==> src/rtl/dot_prod_feeder_if.sv <==
// rtl/dot_prod_feeder_if.sv - sample input streams and x/y pair output stream of dot_prod_feeder
interface dot_prod_feeder_if #(
    parameter int xi_bits = 12,
    parameter int xq_bits = 12,
    parameter int yi_bits = 12,
    parameter int yq_bits = 12,
    parameter int shifts  = 4
);
    localparam int sh_bits = $clog2(shifts) + 1;

    // reference sample stream
    logic               s_axis_ref_tvalid;
    logic [xi_bits-1:0] ref_i;
    logic [xq_bits-1:0] ref_q;
    logic               s_axis_ref_tready;

    // signal sample stream
    logic               s_axis_sig_tvalid;
    logic [yi_bits-1:0] sig_i;
    logic [yq_bits-1:0] sig_q;
    logic               s_axis_sig_tready;

    // x/y pair stream towards the dot-product accumulator
    logic               m_axis_product_tready;
    logic               m_axis_x_tvalid;
    logic [xi_bits-1:0] xi;
    logic [xq_bits-1:0] xq;
    logic               m_axis_y_tvalid;
    logic [yi_bits-1:0] yi;
    logic [yq_bits-1:0] yq;
    logic [sh_bits-1:0] shift_index;
    logic               last;

    // feeder side
    modport master (
        input  s_axis_ref_tvalid, ref_i, ref_q,
        output s_axis_ref_tready,
        input  s_axis_sig_tvalid, sig_i, sig_q,
        output s_axis_sig_tready,
        input  m_axis_product_tready,
        output m_axis_x_tvalid, xi, xq, m_axis_y_tvalid, yi, yq, shift_index, last
    );

    // sample sources and pair consumer side
    modport slave (
        output s_axis_ref_tvalid, ref_i, ref_q,
        input  s_axis_ref_tready,
        output s_axis_sig_tvalid, sig_i, sig_q,
        input  s_axis_sig_tready,
        output m_axis_product_tready,
        input  m_axis_x_tvalid, xi, xq, m_axis_y_tvalid, yi, yq, shift_index, last
    );
endinterface

==> src/rtl/dot_prod_feeder.sv <==
// rtl/dot_prod_feeder.sv - buffers ref/sig vectors and streams shifted x/y pairs to dot_prod_pip
module dot_prod_feeder #(
    parameter int xi_bits = 12,
    parameter int xq_bits = 12,
    parameter int yi_bits = 12,
    parameter int yq_bits = 12,
    parameter int length  = 5,
    parameter int shifts  = 4
) (
    input  logic               clk,
    input  logic               rst_n,
    input  logic               start,
    output logic               busy,
    output logic               done,
    dot_prod_feeder_if.master  bus
);
    localparam int sig_len = length + shifts - 1;
    localparam int KW      = $clog2(length);
    localparam int SIW     = $clog2(sig_len);
    localparam int SW      = $clog2(shifts) + 1;
    localparam int RCW     = $clog2(length + 1);
    localparam int SCW     = $clog2(sig_len + 1);

    localparam logic [RCW-1:0] REF_FULL = RCW'(length);
    localparam logic [SCW-1:0] SIG_FULL = SCW'(sig_len);
    localparam logic [KW-1:0]  K_LAST   = KW'(length - 1);
    localparam logic [SW-1:0]  S_LAST   = SW'(shifts - 1);

    typedef enum logic [1:0] {
        ST_LOAD   = 2'd0,
        ST_READY  = 2'd1,
        ST_STREAM = 2'd2,
        ST_DONE   = 2'd3
    } state_t;

    state_t state_q, state_d;

    logic [RCW-1:0] ref_cnt_q, ref_cnt_d;
    logic [SCW-1:0] sig_cnt_q, sig_cnt_d;
    logic           ref_tready_q, ref_tready_d;
    logic           sig_tready_q, sig_tready_d;
    logic [SW-1:0]  s_q, s_d;
    logic [KW-1:0]  k_q, k_d;
    logic           valid_q, valid_d;
    logic [xi_bits-1:0] xi_q, xi_d;
    logic [xq_bits-1:0] xq_q, xq_d;
    logic [yi_bits-1:0] yi_q, yi_d;
    logic [yq_bits-1:0] yq_q, yq_d;

    logic [xi_bits-1:0] ref_i_buf [length];
    logic [xq_bits-1:0] ref_q_buf [length];
    logic [yi_bits-1:0] sig_i_buf [sig_len];
    logic [yq_bits-1:0] sig_q_buf [sig_len];

    logic           ref_we;
    logic           sig_we;
    logic           accept;
    logic [SIW-1:0] sig_rd_idx;

    // Handshake qualifiers: tready flops already encode "in LOAD and not full"
    always_comb begin
        ref_we = (state_q == ST_LOAD) && bus.s_axis_ref_tvalid && ref_tready_q;
        sig_we = (state_q == ST_LOAD) && bus.s_axis_sig_tvalid && sig_tready_q;
        accept = valid_q && bus.m_axis_product_tready;
    end

    // Sample buffers; contents are don't-care until reloaded, so no reset
    always_ff @(posedge clk) begin
        if (ref_we) begin
            ref_i_buf[KW'(ref_cnt_q)] <= bus.ref_i;
            ref_q_buf[KW'(ref_cnt_q)] <= bus.ref_q;
        end
        if (sig_we) begin
            sig_i_buf[SIW'(sig_cnt_q)] <= bus.sig_i;
            sig_q_buf[SIW'(sig_cnt_q)] <= bus.sig_q;
        end
    end

    // Next state, load counters, (s,k) walk and the registered output pair
    always_comb begin
        state_d    = state_q;
        ref_cnt_d  = ref_cnt_q;
        sig_cnt_d  = sig_cnt_q;
        s_d        = s_q;
        k_d        = k_q;
        valid_d    = valid_q;
        sig_rd_idx = '0;

        case (state_q)
            ST_LOAD: begin
                if (ref_we) ref_cnt_d = ref_cnt_q + RCW'(1);
                if (sig_we) sig_cnt_d = sig_cnt_q + SCW'(1);
                if ((ref_cnt_q == REF_FULL) && (sig_cnt_q == SIG_FULL)) begin
                    state_d = ST_READY;
                end
            end
            ST_READY: begin
                if (start) begin
                    state_d = ST_STREAM;
                    s_d     = '0;
                    k_d     = '0;
                    valid_d = 1'b1;
                end
            end
            ST_STREAM: begin
                if (accept) begin
                    if (k_q == K_LAST) begin
                        k_d = '0;
                        if (s_q == S_LAST) begin
                            state_d = ST_DONE;
                            s_d     = '0;
                            valid_d = 1'b0;
                        end else begin
                            s_d = s_q + SW'(1);
                        end
                    end else begin
                        k_d = k_q + KW'(1);
                    end
                end
            end
            ST_DONE: begin
                ref_cnt_d = '0;
                sig_cnt_d = '0;
                state_d   = ST_LOAD;
            end
            default: state_d = ST_LOAD;
        endcase

        // treadys are registered from the next state so they are low in reset
        ref_tready_d = (state_d == ST_LOAD) && (ref_cnt_d < REF_FULL);
        sig_tready_d = (state_d == ST_LOAD) && (sig_cnt_d < SIG_FULL);

        // Buffers are frozen outside LOAD, so re-reading (s,k) while stalled holds the pair
        sig_rd_idx = SIW'(s_d) + SIW'(k_d);
        if (valid_d) begin
            xi_d = ref_i_buf[k_d];
            xq_d = ref_q_buf[k_d];
            yi_d = sig_i_buf[sig_rd_idx];
            yq_d = sig_q_buf[sig_rd_idx];
        end else begin
            xi_d = '0;
            xq_d = '0;
            yi_d = '0;
            yq_d = '0;
        end
    end

    // State and control registers with asynchronous clear
    always_ff @(posedge clk or negedge rst_n) begin
        if (!rst_n) begin
            state_q      <= ST_LOAD;
            ref_cnt_q    <= '0;
            sig_cnt_q    <= '0;
            ref_tready_q <= 1'b0;
            sig_tready_q <= 1'b0;
            s_q          <= '0;
            k_q          <= '0;
            valid_q      <= 1'b0;
            xi_q         <= '0;
            xq_q         <= '0;
            yi_q         <= '0;
            yq_q         <= '0;
        end else begin
            state_q      <= state_d;
            ref_cnt_q    <= ref_cnt_d;
            sig_cnt_q    <= sig_cnt_d;
            ref_tready_q <= ref_tready_d;
            sig_tready_q <= sig_tready_d;
            s_q          <= s_d;
            k_q          <= k_d;
            valid_q      <= valid_d;
            xi_q         <= xi_d;
            xq_q         <= xq_d;
            yi_q         <= yi_d;
            yq_q         <= yq_d;
        end
    end

    // Output drive straight from flops; last/busy/done are decoded flop values
    always_comb begin
        bus.s_axis_ref_tready = ref_tready_q;
        bus.s_axis_sig_tready = sig_tready_q;
        bus.m_axis_x_tvalid   = valid_q;
        bus.m_axis_y_tvalid   = valid_q;
        bus.xi                = xi_q;
        bus.xq                = xq_q;
        bus.yi                = yi_q;
        bus.yq                = yq_q;
        bus.shift_index       = s_q;
        bus.last              = valid_q && (k_q == K_LAST);
        busy                  = (state_q == ST_STREAM);
        done                  = (state_q == ST_DONE);
    end
endmodule

==> src/flat_wrapper.sv <==
// flat-port wrapper written by rule: the top's interface ports become plain ports
module dot_prod_feeder_flat 
#(
    parameter int xi_bits = 12,
    parameter int xq_bits = 12,
    parameter int yi_bits = 12,
    parameter int yq_bits = 12,
    parameter int length  = 5,
    parameter int shifts  = 4
)
  (clk, rst_n, start, busy, done, bus_s_axis_ref_tvalid, bus_ref_i, bus_ref_q, bus_s_axis_ref_tready, bus_s_axis_sig_tvalid, bus_sig_i, bus_sig_q, bus_s_axis_sig_tready, bus_m_axis_product_tready, bus_m_axis_x_tvalid, bus_xi, bus_xq, bus_m_axis_y_tvalid, bus_yi, bus_yq, bus_shift_index, bus_last);
  dot_prod_feeder_if #(.xi_bits(xi_bits), .xq_bits(xq_bits), .yi_bits(yi_bits), .yq_bits(yq_bits), .shifts(shifts)) bus_i ();
  input  logic clk;
  input  logic rst_n;
  input  logic start;
  output logic busy;
  output logic done;
  input wire logic [$bits(bus_i.s_axis_ref_tvalid)-1:0] bus_s_axis_ref_tvalid;
  input wire logic [$bits(bus_i.ref_i)-1:0] bus_ref_i;
  input wire logic [$bits(bus_i.ref_q)-1:0] bus_ref_q;
  output wire logic [$bits(bus_i.s_axis_ref_tready)-1:0] bus_s_axis_ref_tready;
  input wire logic [$bits(bus_i.s_axis_sig_tvalid)-1:0] bus_s_axis_sig_tvalid;
  input wire logic [$bits(bus_i.sig_i)-1:0] bus_sig_i;
  input wire logic [$bits(bus_i.sig_q)-1:0] bus_sig_q;
  output wire logic [$bits(bus_i.s_axis_sig_tready)-1:0] bus_s_axis_sig_tready;
  input wire logic [$bits(bus_i.m_axis_product_tready)-1:0] bus_m_axis_product_tready;
  output wire logic [$bits(bus_i.m_axis_x_tvalid)-1:0] bus_m_axis_x_tvalid;
  output wire logic [$bits(bus_i.xi)-1:0] bus_xi;
  output wire logic [$bits(bus_i.xq)-1:0] bus_xq;
  output wire logic [$bits(bus_i.m_axis_y_tvalid)-1:0] bus_m_axis_y_tvalid;
  output wire logic [$bits(bus_i.yi)-1:0] bus_yi;
  output wire logic [$bits(bus_i.yq)-1:0] bus_yq;
  output wire logic [$bits(bus_i.shift_index)-1:0] bus_shift_index;
  output wire logic [$bits(bus_i.last)-1:0] bus_last;
  assign bus_i.s_axis_ref_tvalid = bus_s_axis_ref_tvalid;
  assign bus_i.ref_i = bus_ref_i;
  assign bus_i.ref_q = bus_ref_q;
  assign bus_s_axis_ref_tready = bus_i.s_axis_ref_tready;
  assign bus_i.s_axis_sig_tvalid = bus_s_axis_sig_tvalid;
  assign bus_i.sig_i = bus_sig_i;
  assign bus_i.sig_q = bus_sig_q;
  assign bus_s_axis_sig_tready = bus_i.s_axis_sig_tready;
  assign bus_i.m_axis_product_tready = bus_m_axis_product_tready;
  assign bus_m_axis_x_tvalid = bus_i.m_axis_x_tvalid;
  assign bus_xi = bus_i.xi;
  assign bus_xq = bus_i.xq;
  assign bus_m_axis_y_tvalid = bus_i.m_axis_y_tvalid;
  assign bus_yi = bus_i.yi;
  assign bus_yq = bus_i.yq;
  assign bus_shift_index = bus_i.shift_index;
  assign bus_last = bus_i.last;
  dot_prod_feeder #(.xi_bits(xi_bits), .xq_bits(xq_bits), .yi_bits(yi_bits), .yq_bits(yq_bits), .length(length), .shifts(shifts)) u_core (.clk(clk), .rst_n(rst_n), .start(start), .busy(busy), .done(done), .bus(bus_i));
endmodule
==> config.mk <==
export PLATFORM = sky130hd
export DESIGN_NAME = dot_prod_feeder_flat
export DESIGN_NICKNAME = d
export VERILOG_FILES = /design/src/rtl/dot_prod_feeder_if.sv /design/src/rtl/dot_prod_feeder.sv /design/src/flat_wrapper.sv
export SDC_FILE = /design/constraint.sdc
export NUM_CORES = 1
export LEC_CHECK = 0
export CAP_MARGIN = 15
export CORE_UTILIZATION = 60
export DETAILED_ROUTE_END_ITERATION = 12
export HOLD_SLACK_MARGIN = 0.03
export PLACE_DENSITY = 0.82
export SLEW_MARGIN = 5
export SYNTH_ARGS = -nofsm -noshare
export SYNTH_HDL_FRONTEND = slang
export SYNTH_SLANG_ARGS = --single-unit
==> constraint.sdc <==
create_clock -name clk -period 6.9 [get_ports clk]
set_input_delay 1.38 -clock clk [delete_from_list [all_inputs] [get_ports clk]]
set_output_delay 1.38 -clock clk [all_outputs]
set_load 0.05 [all_outputs]
Word-level counts from Yosys, hierarchy flattened
Memories as Yosys holds them, arrays and structs flattened.
Cells that the tools add are included.
{ "op_classes": {"add_sub_neg": 5, "order_cmp": 2, "eq_ne": 7, "muxes": 32, "reduce_logical": 11} }
{ "op_table": {"columns": ["op", "count"], "rows": [
  ["two-way mux 12 bit", 4],
  ["two-way mux 3 bit", 8],
  ["one-hot mux 3 bit (2 select lines)", 3],
  ["two-way mux 2 bit", 5],
  ["adder 3 x 1 -> 3 bit, second input constant", 3],
  ["logical AND 1 bit", 9],
  ["two-way mux 1 bit", 8],
  ["one-hot mux 2 bit (4 select lines)", 1],
  ["one-hot mux 4 bit (2 select lines)", 1],
  ["equality test 3 bit, second input constant", 2],
  ["adder 4 x 1 -> 4 bit, second input constant", 1],
  ["equality test 2 bit, second input constant", 2],
  ["equality test 4 bit, second input constant", 1],
  ["zero test 2 bit", 2],
  ["< comparator 4 bit, second input constant", 1],
  ["two-way mux 4 bit", 1],
  ["adder 3 bit", 1],
  ["equality test 3 x 2 -> 1 bit, second input constant", 1],
  ["< comparator 3 bit, second input constant", 1],
  ["equality test 2 x 1 -> 1 bit, second input constant", 1],
  ["one-hot mux 1 bit (2 select lines)", 1]
]} }
{ "word_totals": {"ff_bits": 66, "ramBits": 312, "output_inout_bits": 58, "elab_cells": 73, "memories": 4} }
{ "memory_table": {"columns": ["name", "depth", "word_bits", "read_ports", "rd_clocked_by_memory_dff", "write_ports", "line", "rtl"], "rows": [
  ["u_core.sig_i_buf", 8, 12, 1, 0, 1, "dot_prod_feeder.sv:52", "logic [yi_bits-1:0] sig_i_buf [sig_len];"],
  ["u_core.sig_q_buf", 8, 12, 1, 0, 1, "dot_prod_feeder.sv:53", "logic [yq_bits-1:0] sig_q_buf [sig_len];"],
  ["u_core.ref_i_buf", 5, 12, 1, 0, 1, "dot_prod_feeder.sv:50", "logic [xi_bits-1:0] ref_i_buf [length];"],
  ["u_core.ref_q_buf", 5, 12, 1, 0, 1, "dot_prod_feeder.sv:51", "logic [xq_bits-1:0] ref_q_buf [length];"]
]} }

Longest topological paths before layout
An unclocked memory read counts as a cell.
{ "depth": {"word_depth": 8, "mapped_depth": 17, "depth_no_buf": 12} }

Least setup slack after synthesis
No wires, ideal clock.
{ "synth_path": {"path_type": "input -> register", "start": "input port start", "end": "register u_core.yi_q[10] (netlist: u_core.bus.yi[10])", "setup_time_ps": 132, "arrival_time_ps": 4316, "t_required_ps": 6768, "slack_ps": 2452, "path_stages": 13, "n_path_buf": 4, "cell_sequence": "nand2b_1 and2_1 a21oi_1 buf_2 buf_4 ha_1 inv_1 fa_1 clkbuf_1 clkbuf_1 mux4_2 mux2i_1 nor2_1"} }
{ "synth_via": {"elab_chain_len": 5, "elab_cells_between_ends": 9, "cone_classes": "1 x add/sub; 7 x mux; 1 x memory"} }
{ "synth_lines": {"columns": ["element", "line", "rtl"], "rows": [
  ["start: declaration", "flat_wrapper.sv:15", "input logic start;"],
  ["two-way mux 3 bit", "dot_prod_feeder.sv:98", "if (start) begin"],
  ["one-hot mux 3 bit (2 select lines)", "dot_prod_feeder.sv:89", "case (state_q)"],
  ["via u_core.k_d[0]", "dot_prod_feeder.sv:43", "logic [KW-1:0] k_q, k_d;"],
  ["adder 3 bit", "dot_prod_feeder.sv:134", "sig_rd_idx = SIW'(s_d) + SIW'(k_d);"],
  ["memory read (8 x 12 bit)", null, null],
  ["two-way mux 12 bit", "dot_prod_feeder.sv:135", "if (valid_d) begin"],
  ["via u_core.yi_d[10]", "dot_prod_feeder.sv:47", "logic [yi_bits-1:0] yi_q, yi_d;"],
  ["end signal: assignment", "dot_prod_feeder.sv:174", "yi_q <= yi_d;"],
  ["end: declaration", "dot_prod_feeder.sv:47", null]
]} }
The timed path passes the listed nets, and every way through them passes these cells.

Final worst setup path
{ "layout_path": {"start": "input port bus_m_axis_product_tready", "end": "register u_core.yq_q[3] (netlist: u_core.bus.yq[3])"} }
{ "layout_via": {"elab_chain_len": 6, "elab_cells_between_ends": 10, "cone_classes": "1 x add/sub; 7 x mux; 1 x reduce/logical; 1 x memory"} }
{ "layout_lines": {"columns": ["element", "line", "rtl"], "rows": [
  ["start: declaration", "flat_wrapper.sv:26", "input wire logic [$bits(bus_i.m_axis_product_tready)-1:0] bus_m_axis_product_tready;"],
  ["logical AND 1 bit", "dot_prod_feeder.sv:64", "accept = valid_q && bus.m_axis_product_tready;"],
  ["two-way mux 3 bit", "dot_prod_feeder.sv:106", "if (accept) begin"],
  ["one-hot mux 3 bit (2 select lines)", "dot_prod_feeder.sv:89", null],
  ["via u_core.s_d[0]", "dot_prod_feeder.sv:42", "logic [SW-1:0] s_q, s_d;"],
  ["adder 3 bit", "dot_prod_feeder.sv:134", null],
  ["memory read (8 x 12 bit)", null, null],
  ["two-way mux 12 bit", "dot_prod_feeder.sv:135", null],
  ["via u_core.yq_d[3]", "dot_prod_feeder.sv:48", "logic [yq_bits-1:0] yq_q, yq_d;"],
  ["end signal: assignment", "dot_prod_feeder.sv:175", "yq_q <= yq_d;"],
  ["end: declaration", "dot_prod_feeder.sv:48", null]
]} }
The timed path passes the listed nets, and every way through them passes these cells.

==> summary.txt <==
GRT
  • Global-route usage over all layers: about a quarter
  • First-pass GRT wire length: 43700 um
  • Initial antenna violation count: 0
  • Global route overflow: 0
  • Pin count of the biggest net entering global routing: 67
  • Vias in the first global route: ~7700

Logic synthesis
  • Cells after Synth: 727
  • Commonest cells in the netlist: edfxtp_1, dfrtp_1, mux4_2, nor2_1, mux2_1
  • Ys flop type: edfxtp_1
  • Synth unique cells: 48
  • Cell Area, Synth: 14400 um2
  • EDFF count, synth: 312
  • Net Count, Synth: 795
  • Synth Register Bits: 378
  • Count leader, synth: edfxtp_1
  • Top cells by area, synth: edfxtp_1, dfrtp_1, mux4_2
  • Post-synth top area cell: edfxtp_1
  • Sequential share of the synthesized area: 76.7%
  • Synth Warn #: 0
  • Yosys top cell area share: around two thirds
  • Synth Area per Inst: 19.8 um2
  • Fraction of registers with async set or reset after synthesis: between 15 and 20%

Setup path
  • Reg2reg end: u_core.bus.yq[3]$_DFF_PN0_
  • CP endpoint kind: register
  • CP Max Fanout: 27
  • Setup Crit Path Kind: in -> reg
  • R2R depth: 12
  • Critical path origin: bus_m_axis_product_tready
  • Worst setup SP type: primary input
  • Worst Setup EP: u_core.bus.yq[3]$_DFF_PN0_
  • Worst EP arrival: roughly 5 ns
  • FF-to-FF Start: u_core.state_q[1]$_DFF_PN0_
  • Required time worst endpoint: 7.29 ns
  • Flop2flop setup slack: 2.45 ns

Flow run
  • Total of max-cap violations: 0

Clocking
  • Post-CTS Resized: 0
  • Post CTS Setup Buffer Count: 0
  • CTS Sinks: 378
  • CTS Buffer Depth: 3
  • Num CTS Buffers: 37
  • Reg clk slew, reported paths: ~0.06 ns
  • H-tree Lvls: 2
  • Root Buffer: clkbuf_16
  • Clk_lat worst skew: approximately 0.53 ns
  • Hold_buf cts: 0
  • CTS tree: built

Floorplan
  • Die width: 157 um
  • Initial Util: between 60% and 70%
  • Site Rows: 56
  • Die area: 24600 um2
  • Die height: about 160 um
  • Number of top-level pins: 112
  • Total core area: between 20000 and 25000 um2

Power
  • NetSw: 1030 uW
  • Pint: 3750 uW
  • VDD IR-drop max: 0.000223 V
  • Sequential Power Share: 53.2%
  • Pwr/cell area: 280 nW/um2
  • Combinational power share: 5.7%
  • Clock share of power: 41.1%
  • Sw Share: 21.5%
  • Leakage power of the design: around 0.0061 uW

Outcome
  • Outcome: finished, final reports clean

Placement
  • Port Buf Inserts: ~110
  • Placed inst area: between 15000 and 20000 um2
  • Inst Count DP: 1139
  • Detailed-placement wirelength estimate: 15500 um
  • DP Worst Slack: 1.79 ns
  • Routability cong.: approximately 0.8

Routing
  • Drt drc: 0
  • Wire per inst: between 20 and 25 um
  • Iteration-0 DRC Markers: 528
  • TritonRoute pass-1 iters: 5
  • Final WL: 28800 um
  • Vias post-DR: 7360
  • DR vias/cell: 6.10
  • DRT antenna net count: 0

STA
  • Hold Vio Cnt, Final: 0
  • Clk_skew: between 0.02 and 0.025 ns
  • Fmax: 0.215 GHz
  • Final hold slack: 0.572 ns
  • Setup_tns: 0 ns
  • Final worst slack: 2.26 ns
  • Worst slew pin tran: 1.03 ns
  • RSZ-0062 raised after global routing: false
  • Slew Viols, Final: 0
  • Max-slew headroom: 31.1%
  • Final Cycle Share: 67.3%
  • Crit path time final: 4.64 ns
  • Final setup fails: 0

Cells and area
  • Final Non-Filler Cells: around 1200
  • Final #Nets: 927
  • Final instance area: approximately 17000 um2
  • Number of fill cells: 1309
  • Layout cells sized above 1: around 18%
  • Ant. Diodes: 0
  • Multi-input logic area: 3170 um2
  • Area Overhead vs Synth: 18.9%
  • Sequential Area: 11000 um2

Worst hold path
  • HP Class: reg -> reg
cells in the final DEF, fill, tap and decap left out, types with 2 or more instances in the layout:
cell type / n
mux4_2: 48
mux2i_1: 24
mux2_2: 21
mux2_1: 29
nor2_1: 32
dfrtp_1: 66
buf_4: 19
nor3_2: 4
o31ai_1: 2
nor2_2: 6
clkinv_2: 5
nand4_1: 4
nand3_1: 7
inv_2: 2
ha_1: 12
o22a_1: 2
inv_6: 2
clkinv_8: 2
inv_1: 12
a22o_1: 3
clkbuf_16: 37
clkbuf_1: 11
a221o_1: 24
nand2_1: 13
nor4_2: 3
bufinv_16: 2
and3_1: 27
o21ai_1: 2
edfxtp_1: 312
clkdlybuf4s50_1: 110
clkbuf_8: 6
a21oi_1: 7
o21ai_0: 3
nand2b_1: 6
sequential cells by signal, summed over array words and instances, names as in the netlist:
name	flops
u_core.bus.yq	12
u_core.ref_i_buf	60
u_core.k_q	3
u_core.bus.shift_index	3
u_core.ref_cnt_q	3
u_core.sig_cnt_q	4
u_core.sig_i_buf	96
u_core.bus.m_axis_x_tvalid	1
u_core.sig_q_buf	96
u_core.bus.xq	12
u_core.bus.xi	12
u_core.bus.s_axis_sig_tready	1
u_core.ref_q_buf	60
u_core.bus.s_axis_ref_tready	1
u_core.bus.yi	12
u_core.state_q	2
cell type report:
class	instances	area share, %
Timing Repair Buffer	129	7.28
Tap cell	319	2.34
Clock buffer	54	6.14
Sequential cell	378	64.5
Inverter	14	0.307
Clock inverter	14	0.908
Multi-Input combinational cell	299	18.6
power by group through the flow:
| stage | combinational, uW | clock [uW] | sequential, uW |
|---|---|---|---|
| 6_report | 273 | 1970 | 2540 |
| 5_1_grt | 295 | 2080 | 2540 |
| 4_1_cts | 271 | 1990 | 2540 |
| 3_5_place_dp | 268 | 0 | 2590 |
| 2_1_floorplan | 139 | 0 | 2590 |
| 3_3_place_gp | 252 | 0 | 2580 |
how the worst min path moves through the flow:
stage                                                start                               to  slack [ns]  cells after the start
after floorplan            u_core.sig_cnt_q[0]$_DFFE_PN0P_  u_core.sig_cnt_q[0]$_DFFE_PN0P_        0.52                      2
after global placement    u_core.ref_q_buf[4][5]$_DFFE_PP_       u_core.bus.xq[5]$_DFF_PN0_        0.55                      2
after detailed placement  u_core.ref_q_buf[4][3]$_DFFE_PP_       u_core.bus.xq[3]$_DFF_PN0_        0.56                      2
after CTS                 u_core.ref_i_buf[4][1]$_DFFE_PP_       u_core.bus.xi[1]$_DFF_PN0_        0.58                      2
after global routing      u_core.ref_i_buf[4][3]$_DFFE_PP_       u_core.bus.xi[3]$_DFF_PN0_        0.59                      2
final                     u_core.ref_i_buf[4][3]$_DFFE_PP_       u_core.bus.xi[3]$_DFF_PN0_        0.57                      2
critical path, cell delays in order:
cell and delay, ns:
clkdlybuf4s50_1 0.55, nand4_1 0.15, nor3_1 0.32, mux2_2 0.26
ha_4 0.13, inv_1 0.05, fa_2 1.08, buf_4 0.44
mux4_2 0.38, mux2i_1 0.16, nor2_1 0.07
stage by stage:
step | power [uW] | utilization (%)
6_report | 4780 | 72.8
5_1_grt | 4910 | 72.8
4_1_cts | 4800 | 72.8
3_5_place_dp | 2860 | 67.7
3_3_place_gp | 2840 | 67.7
2_1_floorplan | 2730 | -
per-layer routing:
metal	routed length, um	GRT usage, %	vias up
li1	-	-	3160
met3	1990	4.51	54
met2	14700	40.7	324
met4	638	8.59	0
met5	0	0	-
met1	11500	32.9	3822
cell families after synthesis:
| kind of cell | Yosys count | share of synthesized area (%) |
|---|---|---|
| buf+inv | 50 | 1.75 |
| compound gates | 52 | 3.08 |
| mux | 122 | 13.1 |
| simple gates | 109 | 3.87 |
| flops | 378 | 76.7 |
| fa+ha+maj | 14 | 1.27 |
| xor+xnor | 2 | 0.226 |
Note: power is estimated with default switching activity, not from simulation.
==> patch 1 (config.mk and constraints unchanged) <==
`xi_q`, `xq_q`, `yi_q` and `yq_q` no longer have a reset.
--- a/src/rtl/dot_prod_feeder.sv
+++ b/src/rtl/dot_prod_feeder.sv
@@ -156,10 +156,6 @@
             s_q          <= '0;
             k_q          <= '0;
             valid_q      <= 1'b0;
-            xi_q         <= '0;
-            xq_q         <= '0;
-            yi_q         <= '0;
-            yq_q         <= '0;
         end else begin
             state_q      <= state_d;
             ref_cnt_q    <= ref_cnt_d;
@@ -169,11 +165,14 @@
             s_q          <= s_d;
             k_q          <= k_d;
             valid_q      <= valid_d;
-            xi_q         <= xi_d;
-            xq_q         <= xq_d;
-            yi_q         <= yi_d;
-            yq_q         <= yq_d;
         end
+    end
+
+    always_ff @(posedge clk) begin
+        xi_q <= xi_d;
+        xq_q <= xq_d;
+        yi_q <= yi_d;
+        yq_q <= yq_d;
     end
 
     // Output drive straight from flops; last/busy/done are decoded flop values
Function: same outputs for any inputs over 10 cycles, from zero or initial values and one cycle with rst_n low; that may be too few to reach the edited logic, so the function may still have changed.
==> patch 1 against the unedited design <==
Wire length up 1.4%. Sequential cell count stayed put. Area after synthesis is 1.7% lower. Cell area down 1.6%. Worst setup slack lost 240 ps. Critical endpoint is now u_core.bus.yq[6]. Register-to-register slack got worse by 220 ps. Critical path depth up 1.
Power is not compared: it rests on default switching activity, and its combinational part moved more than twofold at a synthesized area within 25%.
==> patch 1: results (changes against the unedited design) <==
Pre-antenna DRT Iters=5 (unchanged); DR WL/cell=23.2 µm (-3.0%); PostCTS Resize Cnt=0 (unchanged); synth cell count leaders=edfxtp_1, nand2_1, dfxtp_1, mux4_2, a21oi_1; VDD IR max=0.337 mV; # fillers=1377 (+5.2%); Tightest Pin Transition=1060 ps (+31.6 ps); R2R depth=13 (+1); Inserted Clock Buffers=38 (+2.7%); share of cells above drive strength 1=17.5% (-0.96 points); top post-synthesis cells by area=edfxtp_1, mux4_2, dfxtp_1, dfrtp_1, mux2_2; dpl ws=1430 ps (-361 ps); worst r2r src=u_core.state_q[0]; root buffer cell=clkbuf_16; vias in the first global route=7917 (+2.8%); critical path's top delay family=buffers and inverters; crit path max fanout=34 (+26%); initial antenna violation count=2 (+2); vias per std cell=6.17 (+1.2%); largest net degree at the start of global routing=49 (-27%); Worst EP arrival=5260 ps (+230 ps); max incr delay on CP=1160 ps (+80 ps); Iter 0 DRT Violations=630 (+19%); total global-route track usage=24.9% (+0.41 points); hpwl dp=16000 µm (+2.9%); met2 usage=43.4% (+2.7 points); global-route wire length before repair=44800 µm (+2.5%); Nets=988 (+6.6%); grt met1 use=32.4% (-0.46 points); CTS clk-pin slew, worst paths=60 ps (about the same); Cell variety after synth=52 (+8.3%); R2R Path End=u_core.bus.yq[6]; status=complete, no violations; GR met3 Demand/Resource=4.40% (-0.11 points); Worst Hold Endpoint=u_core.sig_cnt_q[3]; Mapped Nets=859 (+8.1%); Worst Clk Skew=11.5 ps (-11.4 ps); sequential share of the synthesized area=76.3% (-0.39 points); Placer Congestion=0.859 (+7.0%); r2r setup slk=2230 ps (-220 ps); async set-reset flop share out of synthesis=4.76% (-13 points); WHS Path Cells=1 (-1); Hold Startpoint=u_core.sig_cnt_q[3]
-- patch 1: cell count changes in the layout (fill, tap and decap cells not counted), moves of 26 or more --
cell and delta:
and3_1 -26, dfrtp_1 -48, dfxtp_1 +48, nand2_1 +44
nor2_1 -27
-- patch 1: cells by family after synthesis --
group | after synthesis | synth area share [%]
xor+xnor | 2 | 0.124
fa+ha+maj | 14 | 1.29
compound gates | 133 | 6.08
flops | 378 | 76.3
buf+inv | 59 | 2.08
simple gates | 132 | 4.40
mux | 73 | 9.72
-- patch 1: layout make-up --
| type | instances | area [µm²] | area share [%] |
|---|---|---|---|
| Clock inverter | 12 | 116 | 0.692 |
| Timing Repair Buffer | 132 | 1270 | 7.54 |
| Clock buffer | 56 | 1080 | 6.42 |
| Inverter | 16 | 60.1 | 0.357 |
| Sequential cell | 378 | 10800 | 64.1 |
| Multi-Input combinational cell | 354 | 3130 | 18.6 |
| Tap cell | 313 | 392 | 2.33 |
-- patch 1: worst max path at each step --
| stage | to | slack, ps | depth (start not counted) |
|---|---|---|---|
| 3_3_place_gp | u_core.bus.yi[9] | 1540 | 12 |
| 6_report | u_core.bus.yq[6] | 2010 | 12 |
| 4_1_cts | u_core.bus.yq[6] | 1980 | 12 |
| 3_5_place_dp | u_core.bus.yq[6] | 1430 | 12 |
| 2_1_floorplan | u_core.ref_i_buf[4][0] | 2280 | 2 |
| 5_1_grt | u_core.bus.yi[10] | 1800 | 12 |
-- patch 1: layer usage --
layer / vias up / share of wire, %
li1: 3400 / -
met1: 3992 / 40
met2: 341 / 52
met3: 42 / 7.0
met4: 4 / 1.5
met5: - / 0.082
-- patch 1: per-stage QoR --
| step | hold slack (ps) | area (µm²) | instances |
|---|---|---|---|
| after CTS | 514 | 16800 | 1261 |
| after floorplan | 461 | 14100 | 791 |
| after global routing | 552 | 16800 | 1261 |
| after detailed placement | 512 | 15600 | 1193 |
| after global placement | 487 | 15600 | 1193 |
| final | 517 | 16800 | 1261 |
-- patch 1: power groups by stage --
| stage | combinational [mW] | clock (mW) | sequential, mW |
|---|---|---|---|
| floorplan | 0.000303 | 0 | 2.52 |
| global placement | 0.0506 | 0 | 2.51 |
| detailed placement | 0.0536 | 0 | 2.51 |
| CTS | 0.0542 | 1.99 | 2.47 |
| global route | 0.0586 | 2.09 | 2.47 |
| finish | 0.0544 | 1.97 | 2.47 |
==> patch 2 (same settings) <==
Made on the original files. `yq_bits` is set to 12 in 3 places; all go to 10.
--- a/src/rtl/dot_prod_feeder_if.sv
+++ b/src/rtl/dot_prod_feeder_if.sv
@@ -3,7 +3,7 @@
     parameter int xi_bits = 12,
     parameter int xq_bits = 12,
     parameter int yi_bits = 12,
-    parameter int yq_bits = 12,
+    parameter int yq_bits = 10,
     parameter int shifts  = 4
 );
     localparam int sh_bits = $clog2(shifts) + 1;
--- a/src/rtl/dot_prod_feeder.sv
+++ b/src/rtl/dot_prod_feeder.sv
@@ -3,7 +3,7 @@
     parameter int xi_bits = 12,
     parameter int xq_bits = 12,
     parameter int yi_bits = 12,
-    parameter int yq_bits = 12,
+    parameter int yq_bits = 10,
     parameter int length  = 5,
     parameter int shifts  = 4
 ) (
--- a/src/flat_wrapper.sv
+++ b/src/flat_wrapper.sv
@@ -4,7 +4,7 @@
     parameter int xi_bits = 12,
     parameter int xq_bits = 12,
     parameter int yi_bits = 12,
-    parameter int yq_bits = 12,
+    parameter int yq_bits = 10,
     parameter int length  = 5,
     parameter int shifts  = 4
 )
Interface: changed (resized bus_sig_q and bus_yq); port bits go from 112 to 108. No check against the original RTL was run, so the function may have changed too.
==> patch 2 against the unedited design <==
Cell area is 4.6% lower. Total power is 4.3% lower. Largest cell class unchanged. Sequential cell count is 18 lower. Wire length is 2.2% lower. Maximum frequency is 1.6% higher. Worst setup slack better by 74 ps. Area after synthesis is 4.6% lower. First-iteration DRC count is 15% higher.
==> patch 2: results (changes against the unedited design) <==
share of cells above drive strength 1=19.8% (+1.3 points); leak pwr=5.83 nW (-5.0%); number of synthesis warnings=0 (unchanged); total global-route track usage=25.0% (+0.46 points); Post-Syn Area=0.0137 mm² (-4.6%); final wirelength=28200 µm (-2.2%); Tightest Pin Transition=982 ps (-51.5 ps); Regs by FF count=u_core.sig_i_buf (96), u_core.sig_q_buf (80); # fillers=1193 (-8.9%); DR vias=7043 (-4.3%); H-Tree Depth=2 (unchanged); dpl ws=1890 ps (+91.4 ps); async set-reset flop share out of synthesis=17.8% (+0.32 points); sequential share of the synthesized area=76.5% (-0.20 points); status=complete, no violations; Iter 0 DRT Violations=607 (+15%); top post-synthesis cells by area=edfxtp_1, dfrtp_1, mux4_2, mux2_2, a221o_1; Hold WC Path Type=reg2reg; Cell variety after synth=47 (-2.1%); worst skew pair latency=520 ps; PostCTS Resize Cnt=0 (unchanged); Mapped Nets=765 (-3.8%); hpwl dp=15300 µm (-1.7%); PortBufs=107 (-3.6%); Worst EP arrival=4910 ps (-120 ps); initial antenna violation count=2 (+2); CTS clk-pin slew, worst paths=60 ps (about the same); Pre-antenna DRT Iters=5 (unchanged); CTS max path bufs=3 (unchanged); Nets=888 (-4.2%); Post-synth EDFFs=296 (-5.1%); Setup Fix Bufs, Post-CTS=0 (unchanged); global-route wire length before repair=42900 µm (-1.9%); crit path max fanout=25 (-7.4%); Worst Clk Skew=12.5 ps (-10.3 ps); Main synth FF type=edfxtp_1; synth cell count leaders=edfxtp_1, dfrtp_1, mux2_2, mux4_2, nor2_1; root buffer cell=clkbuf_16; vias in the first global route=7520 (-2.4%); largest net degree at the start of global routing=65 (-3.0%); VDD IR max=0.212 mV (-5.1%); Inserted Clock Buffers=35 (-5.4%); Placer Congestion=0.810 (+0.96%)
## patch 2: cell types whose count changed in the layout (fill, tap and decap cells not counted), moves of 4 or more
cell	unedited run	this run
clkdlybuf4s50_1	110	106
buf_4	19	12
mux2_1	29	6
mux4_2	48	44
nor2_4	0	6
mux2_2	21	44
clkinv_2	5	0
clkbuf_1	11	17
nor2_2	6	0
edfxtp_1	312	296
## patch 2: worst paths after layout
| check | from | to | slack (ps) | depth (start not counted) |
|---|---|---|---|---|
| worst max-delay path | start | u_core.bus.yq[8] | 2330 | 10 |
| worst min-delay path | u_core.ref_i_buf[4][5] | u_core.bus.xi[5] | 570 | 2 |
| worst max register to register | u_core.state_q[1] | u_core.bus.yi[9] | 2580 | 12 |
| worst min register to register | u_core.ref_i_buf[4][5] | u_core.bus.xi[5] | 570 | 2 |
| max in group asynchronous | rst_n | u_core.bus.yi[11] | 5240 | 1 |
| min in group asynchronous | rst_n | u_core.bus.xi[8] | 1020 | 1 |
## patch 2: where the power goes
group          leakage (nW)  switching (mW)  internal [mW]
sequential             3.55          0.0304           2.39
clock                 0.549           0.757           1.13
combinational          1.73           0.172         0.0984
total                  5.83           0.959           3.62
## patch 2: cell type report
| type | instances | area share [%] |
|---|---|---|
| Sequential cell | 360 | 64.3 |
| Antenna cell | 2 | 0.0307 |
| Inverter | 14 | 0.322 |
| Multi-Input combinational cell | 291 | 18.9 |
| Clock inverter | 7 | 0.752 |
| Timing Repair Buffer | 120 | 7.24 |
| Clock buffer | 57 | 6.25 |
| Tap cell | 280 | 2.15 |
## patch 2: per-stage QoR
| step | cell area [µm²] | instances |
|---|---|---|
| 3_5_place_dp | 15100 | 1063 |
| 2_1_floorplan | 13700 | 699 |
| 4_1_cts | 16300 | 1127 |
| 6_report | 16300 | 1131 |
| 3_3_place_gp | 15100 | 1063 |
| 5_1_grt | 16300 | 1130 |
## patch 2: cells by family after synthesis
group                    Yosys count  synth area share (%)
XOR/XNOR                           2                 0.246
AND/OR/NAND/NOR                  107                  4.01
flip-flops                       360                  76.5
adder cells (fa/ha/maj)           14                  1.33
multiplexers                     116                  12.9
buffers and inverters             48                  1.73
AO/OA/AOI/OAI                     52                  3.26
## patch 2: worst max-delay path: stages
cell	delay, ps
clkdlybuf4s50_1	490
nand2b_1	140
and2_1	310
nand2_1	110
mux2_2	310
ha_2	930
buf_4	390
mux4_2	560
mux2i_1	170
nor2_1	90
## patch 2: layer usage
metal | vias up | part of all wire (%) | global-route usage (%)
met5 | - | 0 | 0
met2 | 325 | 51 | 41.9
met1 | 3622 | 39 | 32.5
met4 | 0 | 3.2 | 11.0
met3 | 68 | 6.9 | 4.37
li1 | 3028 | - | -
